File: src/rtl/mas_mul_arbiter.sv
`default_nettype none
// ============================================================================
// Module      : mas_mul_arbiter
// Description : Round-robin arbiter sharing one fixed-latency 32x32 unsigned
//               multiplier between NREQ requesters. Requests are taken over a
//               valid/ready handshake. Each in-flight operation carries the
//               requester tag down a MUL_LAT-deep pipeline, and the 64-bit
//               product is returned on a held valid/ready response.
// Ports       : clk, rstn           - clock, asynchronous active-low reset
//               req_valid/req_ready - per-requester request handshake
//               req_a/req_b         - packed operands, 32 bits per requester
//               rsp_valid/rsp_ready - per-requester response handshake
//               rsp_data            - packed results, 64 bits per requester
//               mul_in1/mul_in2     - registered multiplier operands
//               mul_res             - multiplier product input
// Parameters  : NREQ (2..8) requesters, MUL_LAT (>=1) multiplier latency
// Revision    : 1.0 - initial release
// ============================================================================
module mas_mul_arbiter #(
  parameter int NREQ    = 4,
  parameter int MUL_LAT = 2
) (
  input  logic                 clk,
  input  logic                 rstn,
  input  logic [NREQ-1:0]      req_valid,
  output logic [NREQ-1:0]      req_ready,
  input  logic [NREQ*32-1:0]   req_a,
  input  logic [NREQ*32-1:0]   req_b,
  output logic [NREQ-1:0]      rsp_valid,
  input  logic [NREQ-1:0]      rsp_ready,
  output logic [NREQ*64-1:0]   rsp_data,
  output logic [31:0]          mul_in1,
  output logic [31:0]          mul_in2,
  input  logic [63:0]          mul_res
);

  localparam int c_pw = (NREQ > 1) ? $clog2(NREQ) : 1;
  localparam logic [c_pw-1:0] c_last = c_pw'(NREQ - 1);

  logic [NREQ-1:0]  r_busy;
  logic [NREQ-1:0]  r_rsp_valid;
  logic [63:0]      r_rsp_data [NREQ];
  logic [c_pw-1:0]  r_ptr;
  logic [31:0]      r_mul_in1;
  logic [31:0]      r_mul_in2;
  logic [MUL_LAT-1:0] r_pv;
  logic [c_pw-1:0]  r_pt [MUL_LAT];

  logic [NREQ-1:0]  w_elig;
  logic [NREQ-1:0]  w_req_ready;
  logic [NREQ-1:0]  w_tail_hit;
  logic [NREQ-1:0]  w_rsp_done;
  logic [c_pw-1:0]  w_grant;
  logic [c_pw-1:0]  w_cand;
  logic [c_pw-1:0]  w_ptr_nxt;
  logic             w_accept;
  logic [31:0]      w_op_a;
  logic [31:0]      w_op_b;
  int               w_sum;

  // Search eligible requesters starting at the pointer, wrapping modulo NREQ.
  always_comb begin
    w_elig   = req_valid & ~r_busy;
    w_accept = 1'b0;
    w_grant  = '0;
    w_cand   = '0;
    w_sum    = 0;
    for (int k = 0; k < NREQ; k++) begin
      w_sum = int'(r_ptr) + k;
      if (w_sum >= NREQ) begin
        w_sum = w_sum - NREQ;
      end
      w_cand = w_sum[c_pw-1:0];
      if (!w_accept && w_elig[w_cand]) begin
        w_accept = 1'b1;
        w_grant  = w_cand;
      end
    end
  end

  // Ready is forced low while reset is asserted so no requester sees a
  // handshake that the held-in-reset state cannot take.
  always_comb begin
    w_req_ready = '0;
    if (rstn && w_accept) begin
      w_req_ready[w_grant] = 1'b1;
    end
  end

  assign w_ptr_nxt = (w_grant == c_last) ? '0 : w_grant + 1'b1;
  assign w_op_a    = req_a[int'(w_grant)*32 +: 32];
  assign w_op_b    = req_b[int'(w_grant)*32 +: 32];

  // Tail of the tag pipeline lines up with mul_res holding the product.
  always_comb begin
    w_tail_hit = '0;
    w_rsp_done = r_rsp_valid & rsp_ready;
    for (int i = 0; i < NREQ; i++) begin
      w_tail_hit[i] = r_pv[MUL_LAT-1] && (r_pt[MUL_LAT-1] == c_pw'(i));
    end
  end

  // Operand registers, round-robin pointer and tag pipeline.
  always_ff @(posedge clk or negedge rstn) begin
    if (!rstn) begin
      r_ptr     <= '0;
      r_mul_in1 <= '0;
      r_mul_in2 <= '0;
      r_pv      <= '0;
      for (int s = 0; s < MUL_LAT; s++) begin
        r_pt[s] <= '0;
      end
    end else begin
      r_pv[0] <= w_accept;
      r_pt[0] <= w_grant;
      for (int s = 1; s < MUL_LAT; s++) begin
        r_pv[s] <= r_pv[s-1];
        r_pt[s] <= r_pt[s-1];
      end
      if (w_accept) begin
        r_mul_in1 <= w_op_a;
        r_mul_in2 <= w_op_b;
        r_ptr     <= w_ptr_nxt;
      end
    end
  end

  // Per-requester busy flag and response slot. A requester stays busy from
  // accept until its response is consumed, so the slot is never overwritten
  // and set/clear of the same bit can never coincide.
  always_ff @(posedge clk or negedge rstn) begin
    if (!rstn) begin
      r_busy      <= '0;
      r_rsp_valid <= '0;
      for (int i = 0; i < NREQ; i++) begin
        r_rsp_data[i] <= '0;
      end
    end else begin
      for (int i = 0; i < NREQ; i++) begin
        if (w_accept && (w_grant == c_pw'(i))) begin
          r_busy[i] <= 1'b1;
        end else if (w_rsp_done[i]) begin
          r_busy[i] <= 1'b0;
        end

        if (w_tail_hit[i]) begin
          r_rsp_valid[i] <= 1'b1;
          r_rsp_data[i]  <= mul_res;
        end else if (w_rsp_done[i]) begin
          r_rsp_valid[i] <= 1'b0;
        end
      end
    end
  end

  assign req_ready = w_req_ready;
  assign rsp_valid = r_rsp_valid;
  assign mul_in1   = r_mul_in1;
  assign mul_in2   = r_mul_in2;

  generate
    for (genvar gi = 0; gi < NREQ; gi++) begin : g_rsp_data
      assign rsp_data[gi*64 +: 64] = r_rsp_data[gi];
    end
  endgenerate

endmodule
`default_nettype wire

File: config.mk
export PLATFORM = sky130hd
export DESIGN_NAME = mas_mul_arbiter
export DESIGN_NICKNAME = d
export VERILOG_FILES = /design/src/rtl/mas_mul_arbiter.sv
export SDC_FILE = /design/constraint.sdc
export NUM_CORES = 1
export LEC_CHECK = 0
export CORE_AREA = 2 2 258 260
export CTS_CLUSTER_DIAMETER = 120
export DETAILED_ROUTE_END_ITERATION = 10
export DIE_AREA = 0 0 260 262
export GPL_ROUTABILITY_DRIVEN = 0
export SLEW_MARGIN = 10
export SYNTH_ARGS = -nofsm -noshare
export SYNTH_HDL_FRONTEND = slang
export SYNTH_SLANG_ARGS = --single-unit
File: constraint.sdc
create_clock -name clk -period 2.4 [get_ports clk]
set_clock_uncertainty 0.05 [all_clocks]
set_input_delay 0.36 -clock clk [delete_from_list [all_inputs] [get_ports clk]]
set_output_delay 0.36 -clock clk [all_outputs]
set_load 0.02 [all_outputs]
# Word level (Yosys, flattened, before mapping)
# Cells that the tools add are included.
# classes
addsub	8
n_lt_le_gt_ge	10
eq_ne	6
shifts	2
n_mux	36
bitwise_logic	3
reduce_logical	26
# op_table
cell	count
$shiftx 128x8->32	2
$mux 1	21
$mux 2	9
$reduce_bool 2->1	8
$lt 2x3->1 const B	5
$logic_and 1x1->1	13
$ge 3x3->1 const B	3
$and 4x4->4	2
$bmux 1 s2	4
$eq 2x2->1 const B	4
$sub 2x1->2 const B	4
$add 2x2->3 const B	2
$eq 2x1->1 const B	2
$logic_not 2->1	2
$mux 4	1
$not 4->4	1
$add 2x1->3 const B	1
$ge 2x3->1 const B	1
$logic_not 1->1	3
$add 2x1->2 const B	1
$demux 1 s2	1
$ge 2x1->1 const B	1
# word_totals
ff_bits	336
output_inout_bits	328
wordCells	109

# Logic depth before layout (Yosys ltp)
# Gate-level depths: netlist of run 1.
# depth
word_depth	19
mapped_depth	9

# Worst setup path before layout of run 1
# OpenSTA, ideal clock, no wires.
# synth_timing
kind	reg2out
startpoint	reg r_busy[0]
endpoint	out req_ready[0]
arrival_time_ns	1.942
required_ns	1.990
setup_slack_ns	0.048
stages_incl_launch_ff	8
path_buffers	2
path_cell_list	dfrtp_1 nand3b_1 a311o_1 o21ai_2 buf_2 buf_2 inv_1 nor3_1
# synth_via
elab_chain_len	19
# synth_lines
element	line_no	text
start: declaration	40	logic [NREQ-1:0] r_busy;
start signal: assignment	133	r_busy <= '0;
start signal: indexed assignment	141	r_busy[i] <= 1'b1;
start signal: indexed assignment	143	r_busy[i] <= 1'b0;
$not 4->4 (*)	63	w_elig = req_valid & ~r_busy;
$and 4x4->4 (*)	63	
$bmux 1 s2	74	if (!w_accept && w_elig[w_cand]) begin
$mux 1 (not written as such)	74	
$mux 1	74	
$logic_not 1->1	74	
$logic_and 1x1->1	74	
$mux 1	74	
[4 not listed]	-	
$logic_and 1x1->1	74	
$mux 2 (*)	74	
net w_grant[1]	53	logic [c_pw-1:0] w_grant;
$lt 2x3->1 (not written as such) or $ge 2x1->1 (tied branches)	86	w_req_ready[w_grant] = 1'b1;
$logic_and 1x1->1 (not written as such)	86	
$mux 1 (not written as such)	86	
$demux 1 s2 (*)	86	
$mux 4 (*)	85	if (rstn && w_accept) begin
end: declaration	26	output logic [NREQ-1:0] req_ready,
# The timed path passes the listed nets; every way through them passes the cells marked *. The select of a mux whose other input is x is not followed.

# Worst setup path after layout of run 1
# layout_timing
startpoint	reg r_busy[0]
endpoint	out req_ready[2]
# layout_via
elab_chain_len	19
# layout_lines
element	line_no
$not 4->4 (*)	63
$and 4x4->4 (*)	63
$bmux 1 s2	74
$mux 1 (not written as such)	74
$mux 1	74
$logic_not 1->1	74
$logic_and 1x1->1	74
$mux 1	74
[3 not listed]	-
$logic_not 1->1	74
$logic_and 1x1->1	74
$mux 2	74
$lt 2x3->1 (not written as such) or $ge 2x1->1 (tied branches)	86
$logic_and 1x1->1 (not written as such)	86
$mux 1 (not written as such)	86
$demux 1 s2	86
$mux 4 (*)	85
# Mark *: on every way between the ends. The rest lies on a longest branch, timed or not. The select of a mux whose other input is x is not followed.

==> results_dict.tcl, run 1 <==
set metrics [dict create \
    status "complete, but fails checks" \
    violations "negative setup slack" \
    dr.max_layer_used "met5" \
    fmax_mhz 390.1 \
    crit_chain "nor3b_4 > a21oi_4 > a22o_4 > inv_4 > ha_2 > and3_4 > buf_6" \
    die_h_um 262 \
    htreeDepth 2 \
    drt_first_pass_iters 4 \
    synthCells 1123 \
    nNetsFinal 2116 \
    grt_pass1_vias 12930 \
    syn2layout_area_growth_pct 61.84 \
    holdPathEnd "r_pv[1]" \
    drt_iter0_markers 580 \
    track_usage 0.1583 \
    synth_warnings 0 \
    crit_family "flip-flops" \
    worst_slack_ns -0.1637 \
    numCtsBuffers 40 \
    netlist_area_um2 14990 \
    rr_worst_depth 9 \
    overflow 0 \
    wl_met1_um 21180 \
    wl_per_cell_um 21.17 \
    clock_sinks 336 \
    dp_slack_ns -0.6032 \
    grt_start_max_net_pins 152 \
    multi_input_area_um2 6016 \
    slew_headroom 0.4387 \
    regToRegEndpoint "mul_in2[1]" \
    crit_required_ns 1.99 \
    cap_violations 0 \
    drive_above_1_share 0.2529 \
    crit_path_max_incr_delay_ns 0.45 \
    power.leakage_nw 9.996 \
    seqCellArea_um2 8411 \
    clock_latency_ns 0.54 \
    arrival_ns 2.15 \
    syn-num-nets 1455 \
    synth_top_area_share 0.5609 \
    clock_path_buffers 3 \
    antenna_found_initial 8 \
    slew_viol_final 0 \
    fillers 6270 \
    met3_wirelength_um 4345 \
    synth_seq_cells 336 \
    finalCritPeriodShare 1.068 \
    hpwlAfterDp_um 41450 \
    yosysMostFrequentCell "dfrtp_1" \
    hold_viol_final 0 \
    syn_avg_cell_area_um2 13.35 \
    root_buffer "clkbuf_16" \
    crit_start "r_busy[0]" \
    core-area_um2 65280 \
    setup_viol 4 \
    p_per_area_nw_per_um2 1559 \
    min_from "r_pv[0]" \
    synthTopCellsByCount "336 x dfrtp_1, 257 x mux2_2, 78 x a211oi_1, 70 x inv_1, 67 x nor2_1" \
    cts_tree "yes" \
    fin_crit_ns 2.564 \
    start_util 0.2296 \
    endpoint_kind "output port" \
    io_pins 658 \
    tightest_slew_ns 0.8420 \
    ir_drop_mv 0.8838 \
    worstReg2RegStart "r_busy[2]" \
    num_rows 94 \
    whs_path_depth 0 \
    synth_area_leaders "dfrtp_1 56%, mux2_2 19%, mux2i_1 4.3%" \
    ys_seq_area_frac 0.5609 \
    ant_nets 0 \
    slowest_stage "dfrtp_2" \
    async_flop_share 1.000 \
    rsz0062_at_grt "yes" \
    io_buffers 657 \
    vias_per_cell 4.561 \
    crit_buf_inv 2 \
    die_area_um2 68120 \
    hold_path_class "reg2reg" \
    ff2ff_setup_slack_ns 0.01 \
    worstSetupStartpointType "register" \
    clk_pin_slew_ns 0.06 \
    yosysTopAreaCell "dfrtp_1" \
    worstSetupPathType "reg2out" \
    grt_pass1_wl_um 82380 \
    fp.dieW_um 260 \
    synth-edff-count 0 \
    whs_ns 0.3018 \
    wirelength_um 56760 \
    wl_met2_um 29580 \
    crit_path_max_fanout 8 \
    ys.flop_type "dfrtp_1" \
    drc 0 \
    num_vias 12230 \
    synth_cell_types 34 \
]
## logic make-up (layout without fill, tap and decap cells)
family | count (synthesis) | in the layout | synth area share
and+or+nand+nor | 92 | 92 | 0.02746
other | 0 | 2 | 0
muxes | 321 | 321 | 0.2358
adders and majority gates | 2 | 2 | 0.001669
DFF | 336 | 336 | 0.5609
AOI/OAI and AO/OA | 208 | 208 | 0.1257
buffers and inverters | 164 | 856 | 0.04841
## stage by stage
step / cells / util / total power [mW] / TNS (ns) / area, um2
floorplan: 1123 / - / 21.87 / 0 / 14990
global placement: 2600 / 0.3489 / 31.38 / -27.09 / 22770
detailed placement: 2600 / 0.3489 / 31.73 / -29.47 / 22770
CTS: 2676 / 0.3705 / 38.09 / -0.5450 / 24190
global route: 2681 / 0.3716 / 39.78 / -0.8910 / 24260
finish: 2681 / 0.3716 / 37.83 / -0.5216 / 24260
## final cells by class
| class | instances | area share |
|---|---|---|
| Antenna cell | 2 | 0.0002063 |
| Clock inverter | 15 | 0.005622 |
| Inverter | 71 | 0.01109 |
| Sequential cell | 336 | 0.3467 |
| Multi-Input combinational cell | 623 | 0.2480 |
| Clock buffer | 58 | 0.04781 |
| Tap cell | 864 | 0.04456 |
| Timing Repair Buffer | 712 | 0.2960 |
## placed cells by master, fill, tap and decap left out, types with 4 or more instances in the layout
| cell | Yosys | routed |
|---|---|---|
| a211oi_1 | 78 | 75 |
| a211oi_2 | 50 | 53 |
| a221oi_1 | 64 | 64 |
| a22o_1 | 5 | 4 |
| buf_12 | 0 | 11 |
| buf_4 | 1 | 40 |
| buf_6 | 9 | 5 |
| clkbuf_1 | 51 | 10 |
| clkbuf_16 | 0 | 42 |
| clkbuf_8 | 0 | 7 |
| clkdlybuf4s50_1 | 0 | 652 |
| clkinv_2 | 1 | 10 |
| dfrtp_1 | 336 | 334 |
| inv_1 | 70 | 68 |
| mux2_2 | 257 | 257 |
| mux2i_1 | 64 | 64 |
| nand2_1 | 6 | 6 |
| nor2_1 | 67 | 67 |
| o21ai_0 | 4 | 4 |
## how the worst max path moves through the flow
stage / to / slack, ns / cells after the start
floorplan: req_ready[0] / 0.05 / 7
global placement: req_ready[3] / -0.56 / 8
detailed placement: req_ready[3] / -0.60 / 7
CTS: req_ready[3] / -0.18 / 7
global route: req_ready[3] / -0.24 / 7
finish: req_ready[2] / -0.16 / 7
## state kept, by name, indices dropped and copies added, names as in the netlist
name       cells
r_ptr          2
mul_in2       32
rsp_valid      4
mul_in1       32
r_busy         4
r_pv           2
rsp_data     256
r_pt           4
## power by group
| part | leakage, nW | total (mW) | switching, mW | internal (mW) |
|---|---|---|---|---|
| Sequential | 3.91 | 10.3 | 1.65 | 8.70 |
| Clock | 0.648 | 6.02 | 2.44 | 3.58 |
| Combinational | 5.43 | 21.5 | 11.0 | 10.5 |
| Total | 10.0 | 37.8 | 15.1 | 22.8 |
## what timing repair did
| item | in CTS | in global routing |
|---|---|---|
| gates cloned | 0 | 1 |
| pin swaps | 2 | 0 |
| setup buffers | 2 | 2 |
| gates resized for setup | 45 | 6 |
| setup endpoints to repair | 31 | 28 |
| hold endpoints to repair | 64 | 0 |
| hold buffers | 1 | 0 |
## metal layers
metal,up-vias,GRT usage
li1,5458,-
met1,6147,0.1762
met2,528,0.2885
met3,90,0.04340
met4,6,0.05667
met5,-,0
No activity file was read; power rests on OpenSTA's default activity.
==> inputs of run 2 (changes only) <==
- SETUP_SLACK_MARGIN: not set -> 0.02
==> results of run 2 <==
The final DEF is identical to that of run 1; final timing and power are the same.
==> inputs of run 3 (changes only) <==
- GPL_TIMING_DRIVEN: not set -> 0
==> results_dict.tcl, run 3 (synthesis gave the netlist of run 1 again) <==
set metrics [dict create \
    htreeDepth 2 \
    hold_viol_final 183 \
    status "complete, but fails checks" \
    design_area_um2 24600 \
    tightest_slew_ns 0.8229 \
    rr_worst_depth 10 \
    fillers 6279 \
    regToRegEndpoint "mul_in1[15]" \
    largest_reg_flops 256 \
    instances_no_fill 2737 \
    io_buffers 657 \
    crit_path_max_incr_delay_ns 0.42 \
    fmax_mhz 361.6 \
    num_vias 12480 \
    path_common_cell "buf_8" \
    drt_first_pass_iters 5 \
    syn2layout_area_growth_pct 64.10 \
    endpoint_kind "output port" \
    fin_setup_tns_ns -1.344 \
    dp_cells 2647 \
    final_common_cell "clkdlybuf4s50_1" \
    worst_slack_ns -0.3654 \
    worstSetupStartpointType "register" \
    place_area_um2 22730 \
    slowest_stage "dfrtp_1" \
    holdBufCountCts 3 \
    finalCritPeriodShare 1.152 \
    worstSetupPathType "reg2out" \
    slew_headroom 0.4514 \
    overflow 0 \
    ir_drop_mv 0.7653 \
    ant_nets 0 \
    seqCellArea_um2 8409 \
    violations "negative hold slack, negative setup slack" \
    crit_path_max_fanout 4 \
    track_usage 0.1700 \
    arrival_ns 2.36 \
    core-area_um2 65280 \
    crit_required_ns 1.99 \
    antenna_found_initial 12 \
    fp.dieW_um 260 \
    drc 0 \
    grt_pass1_wl_um 86660 \
    whs_ns -0.1747 \
    clock_latency_ns 0.54 \
    rsz0062_at_grt "yes" \
    slew_viol_final 0 \
    root_buffer "clkbuf_16" \
    drt_iter0_markers 542 \
    wirelength_um 60370 \
    wl_per_cell_um 22.06 \
    grt_start_max_net_pins 98 \
    p_per_area_nw_per_um2 1570 \
    final_util 0.3768 \
    vias_per_cell 4.558 \
    hold_path_class "in2async" \
    num_rows 94 \
    start_util 0.2296 \
    ff2ff_setup_slack_ns 0.01 \
    dp_slack_ns -1.605 \
    power_mw 38.61 \
    die_h_um 262 \
    grt_pass1_vias 13320 \
    clk_pin_slew_ns 0.06 \
    crit_chain "nand3b_1 > a311o_1 > o21ai_4 > buf_8 > buf_8 > inv_6 > ha_4 > and3_4 > buf_6" \
    die_area_um2 68120 \
    io_pins 658 \
    nNetsFinal 2172 \
    clock_path_buffers 3 \
    worstReg2RegStart "r_busy[0]" \
    setup_viol 4 \
    final_cell_mix "652 x clkdlybuf4s50_1, 335 x dfrtp_1, 257 x mux2_2, 70 x a211oi_1, 68 x inv_1" \
    drive_above_1_share 0.2635 \
    numCtsBuffers 38 \
    fin_crit_ns 2.765 \
    power.leakage_nw 10.15 \
    cts_tree "yes" \
    multi_input_area_um2 6040 \
    hpwlAfterDp_um 46450 \
    cap_violations 0 \
    clock_sinks 336 \
]
-- run 3: how the worst max path moves through the flow --
stage / from / end / slack (ns) / depth (start not counted)
4_1_cts: r_busy[1] / req_ready[3] / -0.39 / 9
6_report: r_busy[0] / req_ready[3] / -0.37 / 9
5_1_grt: r_busy[0] / req_ready[3] / -0.46 / 9
3_3_place_gp: rstn / mul_in1[7] / -14.01 / 1
2_1_floorplan: r_busy[0] / req_ready[0] / 0.05 / 7
3_5_place_dp: req_valid[0] / req_ready[3] / -1.61 / 9
-- run 3: final cells by class --
type,instances,share of cell area
repair buffers,678,0.2797
flip-flops and latches,336,0.3419
multi-input cells,623,0.2455
inverters,71,0.01124
clock inverters,15,0.009410
diodes,6,0.0006104
plain buffers,92,0.02314
clock buffers,52,0.04451
well taps,864,0.04395
-- run 3: timing repair --
action / CTS / global route
gates cloned: 1 / 0
buffers inserted: 12 / 2
setup endpoints to repair: 273 / 56
pin swaps: 7 / 1
gates resized for setup: 94 / 43
endpoints found under the hold margin: 66 / 183
-- run 3: where the power goes --
part	total (mW)	switching, mW	internal (mW)
logic	22.0	11.4	10.7
registers	10.3	1.65	8.69
clock network	6.22	2.39	3.83
total	38.6	15.4	23.2
-- run 3: worst max-delay path: cells and delay by family, from the launching register on --
kind | cells | cell delay (ns)
buffers and inverters | 4 | 0.40
AOI/OAI and AO/OA | 2 | 0.49
and+or+nand+nor | 2 | 0.35
adders and majority gates | 1 | 0.15
DFF | 1 | 0.42
-- run 3: layer usage --
layer,wire length (um),part of all wire,vias up,track usage
li1,-,-,5560,-
met1,22450,0.37,6254,0.1857
met2,31580,0.52,551,0.3127
met3,4346,0.072,107,0.04446
met4,1966,0.033,4,0.06753
met5,24,0.00040,-,0
